**src/rtl/ex_arbiter_if.sv**
```systemverilog
// rtl/ex_arbiter_if.sv - requester/response bundle shared by two clients of one ALU
interface ex_arbiter_if;
    logic        req0_valid;
    logic        req0_ready;
    logic [4:0]  req0_aluop;
    logic [31:0] req0_op1;
    logic [31:0] req0_op2;
    logic        req1_valid;
    logic        req1_ready;
    logic [4:0]  req1_aluop;
    logic [31:0] req1_op1;
    logic [31:0] req1_op2;
    logic        rsp0_valid;
    logic        rsp0_ready;
    logic        rsp1_valid;
    logic        rsp1_ready;
    logic [31:0] rsp_data;
    logic        busy;
    logic        grant_id;

    modport slave (
        input  req0_valid, req0_aluop, req0_op1, req0_op2,
        input  req1_valid, req1_aluop, req1_op1, req1_op2,
        input  rsp0_ready, rsp1_ready,
        output req0_ready, req1_ready, rsp0_valid, rsp1_valid,
        output rsp_data, busy, grant_id
    );

    modport master (
        output req0_valid, req0_aluop, req0_op1, req0_op2,
        output req1_valid, req1_aluop, req1_op1, req1_op2,
        output rsp0_ready, rsp1_ready,
        input  req0_ready, req1_ready, rsp0_valid, rsp1_valid,
        input  rsp_data, busy, grant_id
    );
endinterface

```
**src/rtl/ex_arbiter.sv**
```systemverilog
// rtl/ex_arbiter.sv - two-requester arbiter in front of one shared combinational ALU
module ex_arbiter #(
    parameter int FIXED_PRIO = 0
) (
    input  logic        clk,
    input  logic        rst,
    ex_arbiter_if.slave bus,
    output logic [4:0]  alu_op_o,
    output logic [31:0] alu_a_o,
    output logic [31:0] alu_b_o,
    input  logic [31:0] alu_result_i
);

    typedef enum logic [1:0] {
        IDLE  = 2'd0,
        ISSUE = 2'd1,
        RESP  = 2'd2
    } state_t;

    state_t      state_q, state_d;
    logic        last_grant_q, last_grant_d;
    logic        grant_q, grant_d;
    logic [4:0]  op_q, op_d;
    logic [31:0] a_q, a_d;
    logic [31:0] b_q, b_d;
    logic [31:0] rsp_data_q, rsp_data_d;

    logic        any_valid;
    logic        win;
    logic        req0_ready_c, req1_ready_c;
    logic        rsp0_valid_c, rsp1_valid_c;

    assign any_valid = bus.req0_valid | bus.req1_valid;

    // win names the requester that gets req_ready this cycle (0 or 1)
    always_comb begin
        if (FIXED_PRIO != 0) begin
            win = ~bus.req0_valid;
        end else if (bus.req0_valid && bus.req1_valid) begin
            win = ~last_grant_q;
        end else begin
            win = ~bus.req0_valid;
        end
    end

    always_comb begin
        state_d      = state_q;
        last_grant_d = last_grant_q;
        grant_d      = grant_q;
        op_d         = op_q;
        a_d          = a_q;
        b_d          = b_q;
        rsp_data_d   = rsp_data_q;
        req0_ready_c = 1'b0;
        req1_ready_c = 1'b0;
        rsp0_valid_c = 1'b0;
        rsp1_valid_c = 1'b0;
        alu_op_o     = 5'b00000;
        alu_a_o      = 32'd0;
        alu_b_o      = 32'd0;

        case (state_q)
            IDLE: begin
                if (any_valid) begin
                    req0_ready_c = ~win;
                    req1_ready_c = win;
                    grant_d      = win;
                    last_grant_d = win;
                    op_d         = win ? bus.req1_aluop : bus.req0_aluop;
                    a_d          = win ? bus.req1_op1   : bus.req0_op1;
                    b_d          = win ? bus.req1_op2   : bus.req0_op2;
                    state_d      = ISSUE;
                end
            end
            ISSUE: begin
                alu_op_o   = op_q;
                alu_a_o    = a_q;
                alu_b_o    = b_q;
                rsp_data_d = alu_result_i;
                state_d    = RESP;
            end
            RESP: begin
                rsp0_valid_c = ~grant_q;
                rsp1_valid_c = grant_q;
                if (grant_q ? bus.rsp1_ready : bus.rsp0_ready) begin
                    state_d = IDLE;
                end
            end
            default: state_d = IDLE;
        endcase

        // Reset must silence every handshake and the ALU drive in the same cycle
        if (rst) begin
            req0_ready_c = 1'b0;
            req1_ready_c = 1'b0;
            rsp0_valid_c = 1'b0;
            rsp1_valid_c = 1'b0;
            alu_op_o     = 5'b00000;
            alu_a_o      = 32'd0;
            alu_b_o      = 32'd0;
        end
    end

    always_ff @(posedge clk) begin
        if (rst) begin
            state_q      <= IDLE;
            last_grant_q <= 1'b1;
            grant_q      <= 1'b0;
            op_q         <= 5'b00000;
            a_q          <= 32'd0;
            b_q          <= 32'd0;
            rsp_data_q   <= 32'd0;
        end else begin
            state_q      <= state_d;
            last_grant_q <= last_grant_d;
            grant_q      <= grant_d;
            op_q         <= op_d;
            a_q          <= a_d;
            b_q          <= b_d;
            rsp_data_q   <= rsp_data_d;
        end
    end

    assign bus.req0_ready = req0_ready_c;
    assign bus.req1_ready = req1_ready_c;
    assign bus.rsp0_valid = rsp0_valid_c;
    assign bus.rsp1_valid = rsp1_valid_c;
    assign bus.rsp_data   = rsp_data_q;
    assign bus.busy       = (state_q != IDLE) && !rst;
    assign bus.grant_id   = grant_q;

endmodule

```
**src/flat_wrapper.sv**
```systemverilog
// flat-port wrapper written by rule: the top's interface ports become plain ports
module ex_arbiter_flat 
#(
    parameter int FIXED_PRIO = 0
)
  (clk, rst, alu_op_o, alu_a_o, alu_b_o, alu_result_i, bus_req0_valid, bus_req0_aluop, bus_req0_op1, bus_req0_op2, bus_req1_valid, bus_req1_aluop, bus_req1_op1, bus_req1_op2, bus_rsp0_ready, bus_rsp1_ready, bus_req0_ready, bus_req1_ready, bus_rsp0_valid, bus_rsp1_valid, bus_rsp_data, bus_busy, bus_grant_id);
  ex_arbiter_if bus_i ();
  input  logic clk;
  input  logic rst;
  output logic [4:0] alu_op_o;
  output logic [31:0] alu_a_o;
  output logic [31:0] alu_b_o;
  input  logic [31:0] alu_result_i;
  input wire logic [$bits(bus_i.req0_valid)-1:0] bus_req0_valid;
  input wire logic [$bits(bus_i.req0_aluop)-1:0] bus_req0_aluop;
  input wire logic [$bits(bus_i.req0_op1)-1:0] bus_req0_op1;
  input wire logic [$bits(bus_i.req0_op2)-1:0] bus_req0_op2;
  input wire logic [$bits(bus_i.req1_valid)-1:0] bus_req1_valid;
  input wire logic [$bits(bus_i.req1_aluop)-1:0] bus_req1_aluop;
  input wire logic [$bits(bus_i.req1_op1)-1:0] bus_req1_op1;
  input wire logic [$bits(bus_i.req1_op2)-1:0] bus_req1_op2;
  input wire logic [$bits(bus_i.rsp0_ready)-1:0] bus_rsp0_ready;
  input wire logic [$bits(bus_i.rsp1_ready)-1:0] bus_rsp1_ready;
  output wire logic [$bits(bus_i.req0_ready)-1:0] bus_req0_ready;
  output wire logic [$bits(bus_i.req1_ready)-1:0] bus_req1_ready;
  output wire logic [$bits(bus_i.rsp0_valid)-1:0] bus_rsp0_valid;
  output wire logic [$bits(bus_i.rsp1_valid)-1:0] bus_rsp1_valid;
  output wire logic [$bits(bus_i.rsp_data)-1:0] bus_rsp_data;
  output wire logic [$bits(bus_i.busy)-1:0] bus_busy;
  output wire logic [$bits(bus_i.grant_id)-1:0] bus_grant_id;
  assign bus_i.req0_valid = bus_req0_valid;
  assign bus_i.req0_aluop = bus_req0_aluop;
  assign bus_i.req0_op1 = bus_req0_op1;
  assign bus_i.req0_op2 = bus_req0_op2;
  assign bus_i.req1_valid = bus_req1_valid;
  assign bus_i.req1_aluop = bus_req1_aluop;
  assign bus_i.req1_op1 = bus_req1_op1;
  assign bus_i.req1_op2 = bus_req1_op2;
  assign bus_i.rsp0_ready = bus_rsp0_ready;
  assign bus_i.rsp1_ready = bus_rsp1_ready;
  assign bus_req0_ready = bus_i.req0_ready;
  assign bus_req1_ready = bus_i.req1_ready;
  assign bus_rsp0_valid = bus_i.rsp0_valid;
  assign bus_rsp1_valid = bus_i.rsp1_valid;
  assign bus_rsp_data = bus_i.rsp_data;
  assign bus_busy = bus_i.busy;
  assign bus_grant_id = bus_i.grant_id;
  ex_arbiter #(.FIXED_PRIO(FIXED_PRIO)) u_core (.clk(clk), .rst(rst), .bus(bus_i), .alu_op_o(alu_op_o), .alu_a_o(alu_a_o), .alu_b_o(alu_b_o), .alu_result_i(alu_result_i));
endmodule
```
**config.mk**
```make
export PLATFORM = sky130hd
export DESIGN_NAME = ex_arbiter_flat
export DESIGN_NICKNAME = d
export VERILOG_FILES = /design/src/rtl/ex_arbiter_if.sv /design/src/rtl/ex_arbiter.sv /design/src/flat_wrapper.sv
export SDC_FILE = /design/constraint.sdc
export NUM_CORES = 1
export LEC_CHECK = 0
export ABC_AREA = 1
export CORE_ASPECT_RATIO = 1.5
export CORE_MARGIN = 3
export CORE_UTILIZATION = 25
export CTS_BUF_LIST = sky130_fd_sc_hd__clkbuf_2 sky130_fd_sc_hd__clkbuf_4 sky130_fd_sc_hd__clkbuf_8
export CTS_CLUSTER_DIAMETER = 80
export DETAILED_ROUTE_END_ITERATION = 10
export PLACE_DENSITY_LB_ADDON = 0.15
export SETUP_SLACK_MARGIN = 0.5
export SYNTH_ARGS = -nofsm -noshare
export SYNTH_HDL_FRONTEND = slang
export SYNTH_SLANG_ARGS = --single-unit
```
**constraint.sdc**
```tcl
create_clock -name clk -period 2.1 [get_ports clk]
set_input_delay 0.42 -clock clk [delete_from_list [all_inputs] [get_ports clk]]
set_output_delay 0.42 -clock clk [all_outputs]
set_load 0.005 [all_outputs]
```
==> impl_metrics.tcl <==
set metrics [dict create \
    syn-num-nets 1028 \
    ant_nets 0 \
    synth-seq-cells 105 \
    gp_congestion 0.7871 \
    timing.hold.ws_ns 0.4616 \
    area_growth_pct 83.65 \
    yosysTopAreaCellShare_pct 38.31 \
    coreArea_um2 21310 \
    cts_tree "yes" \
    tightest_slew_ns 0.6048 \
    synthArstFlopShare_pct 0 \
    die_h_um 187.4 \
    rsz0062_at_grt "yes" \
    synth-edff-count 0 \
    dr.first_iter.drc_count 270 \
    h-tree-depth 3 \
    avgSynthCellArea_um2 6.440 \
    antenna_found_initial 3 \
    io_pins 283 \
    worstPathArrival_ns 1.78 \
    cp-end-kind "primary output" \
    synth.distinct_cells 19 \
    skew_ns 0.01508 \
    internal_power_mw 3.782 \
    dp_hpwl_um 14610 \
    clockPowerShare_pct 24.7 \
    p_comb_share_pct 33.6 \
    crit_required_ns 1.68 \
    netlist_instances 852 \
    netlist_area_um2 5487 \
    grt_first_pass_wirelength_um 35600 \
    die_area_um2 23800 \
    nets 1320 \
    cts-buffers-inserted 9 \
    ys_warn_count 0 \
    p_per_area_nw_per_um2 559.6 \
    pwr-share-seq_pct 41.8 \
    drt_wl_total_um 24030 \
    p_leak_nw 4.567 \
    drc_errors 0 \
    finalMaxSlewViolations 0 \
    clk-insertion-delay-late_ns 0.39 \
    detail_route.wl_per_cell_um 16.93 \
    root_buffer "clkbuf_8" \
    synth.area.top_cells "dfxtp_1, nand2_1, nand3_1, nand3b_1, nor2_1" \
    crit_fanout 7 \
    relSlewSlack_pct 59.68 \
    rows 65 \
    cp-start-kind "flop" \
    ys.flop_type "dfxtp_1" \
    p_sw_mw 1.856 \
    dr.pass1.iters 6 \
    placed_cells 1364 \
    violations "setup timing" \
    vias_per_cell 4.603 \
    final_util_pct 47.29 \
    seq_area_frac_synth_pct 38.31 \
    drive_above_1_share_pct 29.33 \
    synth.most_common_cell "nand2_1" \
    p_total_mw 5.638 \
    setup_ws_ns -0.09829 \
    crit_type "reg -> out" \
    setup_tns_ns -2.294 \
    status "complete, but fails checks" \
    period_needed_ns 2.198 \
    grt_use_total_pct 19.03 \
    netlist.top_cell.by_area "dfxtp_1" \
    clk_pin_slew_ns 0.11 \
    min_path_type "in -> reg" \
    dp_worst_setup_slack_ns -0.3651 \
    finalHoldViolations 0 \
    irDropWorstVdd_uv 328.1 \
    clock_sinks 105 \
    maxCapViolations 0 \
    fill_cells 2230 \
    period_share_pct 104.7 \
    start_util_pct 25.75 \
    finalInstanceArea_um2 10080 \
    cts_hold_buf 0 \
    rrSetupSlack_ns 0.39 \
    timing.fmax_ghz 0.4549 \
    die_x_um 127.0 \
    grt_overflow 0 \
    grt_max_degree 70 \
    numPortBuffers 282 \
    clockBufferDepth 2 \
    swShare_pct 32.92 \
    grt_pass1_vias 6348 \
    yosys-top-cells-count "nand2_1, nand3_1, nor2_1, dfxtp_1, inv_1" \
    fin_cells 1420 \
    placedInstanceArea_um2 8621 \
    vias 6536 \
    setup_viol 31 \
]
kinds of logic after synthesis:
logic type | share of synthesized area, %
AND/OR/NAND/NOR | 47.18
flip-flops | 38.31
buffers and inverters | 11.31
AO/OA/AOI/OAI | 3.193
flip-flops by register name, summed over array words and instances (netlist names):
name,flops
u_core.b_q,32
u_core.bus.rsp_data,32
u_core.op_q,5
u_core.a_q,32
u_core.bus.grant_id,1
u_core.last_grant_q,1
u_core.state_q,2
path summary, 6_finish.rpt:
kind,startpoint,endpoint,depth (start not counted)
setup / recovery,u_core.state_q[0],alu_b_o[31],8
hold / removal,rst,u_core.bus.grant_id,3
setup reg to reg,u_core.state_q[0],u_core.b_q[1],9
hold reg to reg,u_core.op_q[0],u_core.op_q[0],2
final cells by class:
class / instances / area, um2 / area share (%)
antenna: 3 / 7.507 / 0.07451
clock buffer: 10 / 137.6 / 1.366
clock inverter: 6 / 72.57 / 0.7202
inverter: 76 / 300.3 / 2.980
multi-input combinational: 602 / 3618 / 35.91
sequential: 105 / 2132 / 21.16
tap: 268 / 335.3 / 3.328
timing repair buffer: 349 / 3465 / 34.38
timing repair inverter: 1 / 7.507 / 0.07451
power groups by stage:
stage	registers, mW	logic (mW)	clock network, mW
global placement	2.39	1.42	0
floorplan	2.36	0.668	0
detailed placement	2.39	1.42	0
finish	2.35	1.89	1.39
CTS	2.35	1.64	1.46
global route	2.38	2.06	1.52
metal layers:
| layer | routed length, um | vias up | track usage, % |
|---|---|---|---|
| met5 | 0 | - | 0 |
| met4 | 916 | 0 | 7.225 |
| met3 | 1565 | 43 | 4.057 |
| met2 | 12280 | 220 | 34.75 |
| met1 | 9268 | 3004 | 21.32 |
| li1 | - | 3269 | - |
what timing repair did:
| action | CTS | global route |
|---|---|---|
| pin swaps | 2 | 104 |
| setup endpoints to repair | 176 | 76 |
| hold endpoints to repair | 0 | 0 |
| resized for setup | 391 | 223 |
| setup buffers | 14 | 11 |
| gates cloned | 11 | 1 |
worst max-delay path, cell delays in order (launching register included):
cell       delay (ns)
dfxtp_2          0.35
inv_2            0.05
nor2_4           0.19
clkinv_8         0.08
buf_12           0.13
buf_6            0.11
bufbuf_16        0.28
nor2_2           0.07
buf_2            0.13
cells in the final DEF, fill, tap and decap left out, types with 5 or more instances in the layout:
| master | count |
|---|---|
| nand3_2 | 56 |
| dlygate4sd2_1 | 34 |
| nand3_1 | 77 |
| nand3_4 | 6 |
| o21ai_0 | 32 |
| clkdlybuf4s50_1 | 172 |
| clkbuf_8 | 10 |
| buf_2 | 60 |
| dfxtp_2 | 24 |
| nand2_2 | 5 |
| dfxtp_1 | 81 |
| nor2_4 | 52 |
| inv_1 | 72 |
| nand2_1 | 209 |
| buf_6 | 27 |
| buf_4 | 27 |
| nor2_1 | 62 |
| buf_16 | 10 |
| buf_12 | 10 |
| nand3b_1 | 69 |
| nor2_2 | 24 |
(Power assumes the default switching activity.)
==> variant, RTL diff (same settings) <==
`FIXED_PRIO` is set to 0 in 2 places; all go to 1.
--- a/src/rtl/ex_arbiter.sv
+++ b/src/rtl/ex_arbiter.sv
@@ -1,6 +1,6 @@
 // rtl/ex_arbiter.sv - two-requester arbiter in front of one shared combinational ALU
 module ex_arbiter #(
-    parameter int FIXED_PRIO = 0
+    parameter int FIXED_PRIO = 1
 ) (
     input  logic        clk,
     input  logic        rst,
--- a/src/flat_wrapper.sv
+++ b/src/flat_wrapper.sv
@@ -1,7 +1,7 @@
 // flat-port wrapper written by rule: the top's interface ports become plain ports
 module ex_arbiter_flat 
 #(
-    parameter int FIXED_PRIO = 0
+    parameter int FIXED_PRIO = 1
 )
   (clk, rst, alu_op_o, alu_a_o, alu_b_o, alu_result_i, bus_req0_valid, bus_req0_aluop, bus_req0_op1, bus_req0_op2, bus_req1_valid, bus_req1_aluop, bus_req1_op1, bus_req1_op2, bus_rsp0_ready, bus_rsp1_ready, bus_req0_ready, bus_req1_ready, bus_rsp0_valid, bus_rsp1_valid, bus_rsp_data, bus_busy, bus_grant_id);
   ex_arbiter_if bus_i ();
Check against the original RTL: not equivalent (a bounded check fails within 4 cycles, from zero or initial values and one cycle with rst high).
==> variant against the unedited design <==
The run still ends with setup timing left; routed wire length decreased by 9.6%; area after synthesis decreased by 5.1%; worst setup slack improved by 0.086 ns; sequential share of layout area increased by 1.8 points; largest cell class is now non-clock buffers; cell area decreased by 9.1%; utilization decreased by 2.4 points; worst hold slack improved by 0.0056 ns; synthesized cell count increased by 5.9%; sequential cell count decreased by 1; final cell count increased by 3.5%; largest power group unchanged; power decreased by 2.6%.
==> variant: results (changes against the unedited design) <==
The number of nets in the final layout was 1376 (was 1320); the fraction of registers with async set/reset was 0% (unchanged). The count of unique library cells instantiated by Yosys was 16 (was 19); the detailed placement HPWL was 13600 um (was 14600 um). Launching element of the worst setup path: u_core.state_q[1]$_SDFFE_PP0P_ (was u_core.state_q[0]$_SDFFE_PP0P_). The final worst setup slack came out at -0.0127 ns (was -0.0983 ns).

Total clock buffers created by CTS: 9 (unchanged). The tools report the weighted congestion at the end of routability-driven global placement as 0.768 (was 0.787). The standby leakage power is 4.53 nW (was 4.57 nW).

The logs give 234 (was 270) for the DRC violation total after the first TritonRoute iteration and 4 (was 6) for the total iterations of the first detailed-routing run. The tools report the portion of the post-synthesis area used by sequential elements as 40.0% (was 38.3%). Most numerous cell types in the synthesized netlist: 352 x nand2_1, 278 x nor2_1, 104 x dfxtp_1, 74 x inv_1, 33 x o21ai_0 (was 216 x nand2_1, 139 x nand3_1, 135 x nor2_1, 105 x dfxtp_1, 74 x inv_1). The number of diodes came out at 0 (was 3). The count of warnings emitted by yosys was 0 (unchanged). Top post-synthesis cells by area: dfxtp_1 40%, nand2_1 25%, nor2_1 20% (was dfxtp_1 38%, nand2_1 15%, nand3_1 13%). The post-synthesis xor/xnor area fraction is 0% (unchanged), and the proportion of layout cells with a drive suffix above 1 is 18.6% (was 29.3%).

Via count of the routed design: 6160 (was 6536). The flow ran to the end, but the final reports show violations. The tools report the hold path startpoint as bus_req1_valid (was rst).

The source-to-sink clock delay at the later pin of the worst-skew pair came out at 0.39 ns (about the same). The tools report the highest ir drop seen on vdd as 0.251 mV (was 0.328 mV). Violated checks: setup timing (unchanged). Actual transition at the worst max-transition pin: 0.517 ns (was 0.605 ns). The worst-case clock skew is 0.0144 ns (was 0.0151 ns), and the internal power is 3.70 mW (was 3.78 mW).

The run gives 2193 (was 2230) as the filler cell count. The share of the synthesized area in compound gates (AO/OA/AOI/OAI) is 3.37% (was 3.19%). The count of final setup violators was 1 (was 31); the delay of the slowest critical-path stage was 0.34 ns. Adder-cell share of the synthesized area: 0% (unchanged).

The number of global-route vias before repair is 5733 (was 6348). The final number of hold-violating endpoints was 0 (unchanged); the number of antenna violations at the first check in global routing was 0 (was 3). The logs give -0.297 ns (was -0.365 ns) for the minimum setup slack after placement and 5200 um^2 (was 5490 um^2) for the combined area of all synthesized cells.

The flip-flop cell with the highest count after synthesis was dfxtp_1 (unchanged). H-tree depth: 3 (unchanged). Largest delay contributor family on the critical path: buffers and inverters (unchanged). The number of input and output port buffers inserted came out at 282 (unchanged).

The largest fanout on the critical path was 5 (was 7). The overall track demand over capacity in global routing was 17.3% (was 19.0%). After clock tree synthesis, the clock-pin slew on the worst setup and hold paths is 0.10 ns.

The final routed wire length divided by cell count works out to 14.8 um (was 16.9 um). The path category of the worst min-delay check is input port to register (unchanged). The net count after synthesis came out at 1078 (was 1028). The tools report the global-route wire length before repair as 30400 um (was 35600 um). Worst flop-to-flop path startpoint: u_core.state_q[0]$_SDFFE_PP0P_ (unchanged). The pin count of the biggest net entering global routing was 78 (was 70).
## variant: logic make-up (layout without fill, tap and decap cells)
logic type / Yosys count / after routing
compound gates: 35 / 35
buf+inv: 130 / 433
flops: 104 / 104
simple gates: 633 / 633
## variant: what timing repair did
| item | 4_1_cts | 5_1_grt |
|---|---|---|
| hold buffers | 0 | 0 |
| endpoints found under the setup margin | 140 | 143 |
| pin swaps | 1 | 6 |
| resized for setup | 350 | 88 |
| gates cloned | 4 | 8 |
| buffers inserted | 22 | 8 |
## variant: worst paths after layout
check | depth (start not counted) | slack [ns] | to
max | 10 | -0.01 | alu_op_o[2]
min reg2reg | 2 | 0.48 | u_core.bus.rsp_data[3]$_SDFFE_PP0N_
min | 3 | 0.47 | u_core.bus.grant_id$_SDFFE_PP0P_
max reg2reg | 10 | 0.62 | u_core.b_q[8]$_SDFFE_PP0P_
## variant: final cells by class
| cell class | count | area [um^2] | share of cell area [%] |
|---|---|---|---|
| clock buffers | 10 | 131 | 1.43 |
| clock inverters | 6 | 75.1 | 0.820 |
| inverters | 76 | 292 | 3.18 |
| multi-input cells | 668 | 2830 | 30.9 |
| flip-flops and latches | 104 | 2100 | 22.9 |
| well taps | 264 | 330 | 3.61 |
| repair buffers | 341 | 3400 | 37.1 |
## variant: power groups by stage
stage	combinational (mW)	sequential (mW)	clock [mW]
detailed placement	1.57	2.33	0
global placement	1.57	2.32	0
global route	2.07	2.31	1.50
CTS	1.65	2.29	1.43
finish	1.85	2.29	1.35
floorplan	0.818	2.33	0
## variant: worst min-delay path: cells and delay by family
family	cells	cell delay (ns)
AND/OR/NAND/NOR	1	0.09
AO/OA/AOI/OAI	1	0.07
buffers and inverters	1	0.22
## variant: stage by stage
| step | util (%) | area [um^2] | instances | hold WS, ns | TNS (ns) |
|---|---|---|---|---|---|
| 2_1_floorplan | - | 5210 | 902 | 0.478 | 0 |
| 3_3_place_gp | 40.5 | 8270 | 1411 | 0.461 | -19.02 |
| 3_5_place_dp | 40.5 | 8270 | 1411 | 0.471 | -19.28 |
| 4_1_cts | 42.6 | 8700 | 1453 | 0.429 | -0.593 |
| 5_1_grt | 44.8 | 9160 | 1469 | 0.472 | -0.708 |
| 6_report | 44.8 | 9160 | 1469 | 0.467 | -0.0127 |
## variant: layer usage
metal	up-vias	share of wire, %	track usage, %
met5	-	0	0
met4	0	2.6	7.01
met3	27	6.9	4.34
met2	181	51	30.7
met1	2728	39	19.6
li1	3224	-	-
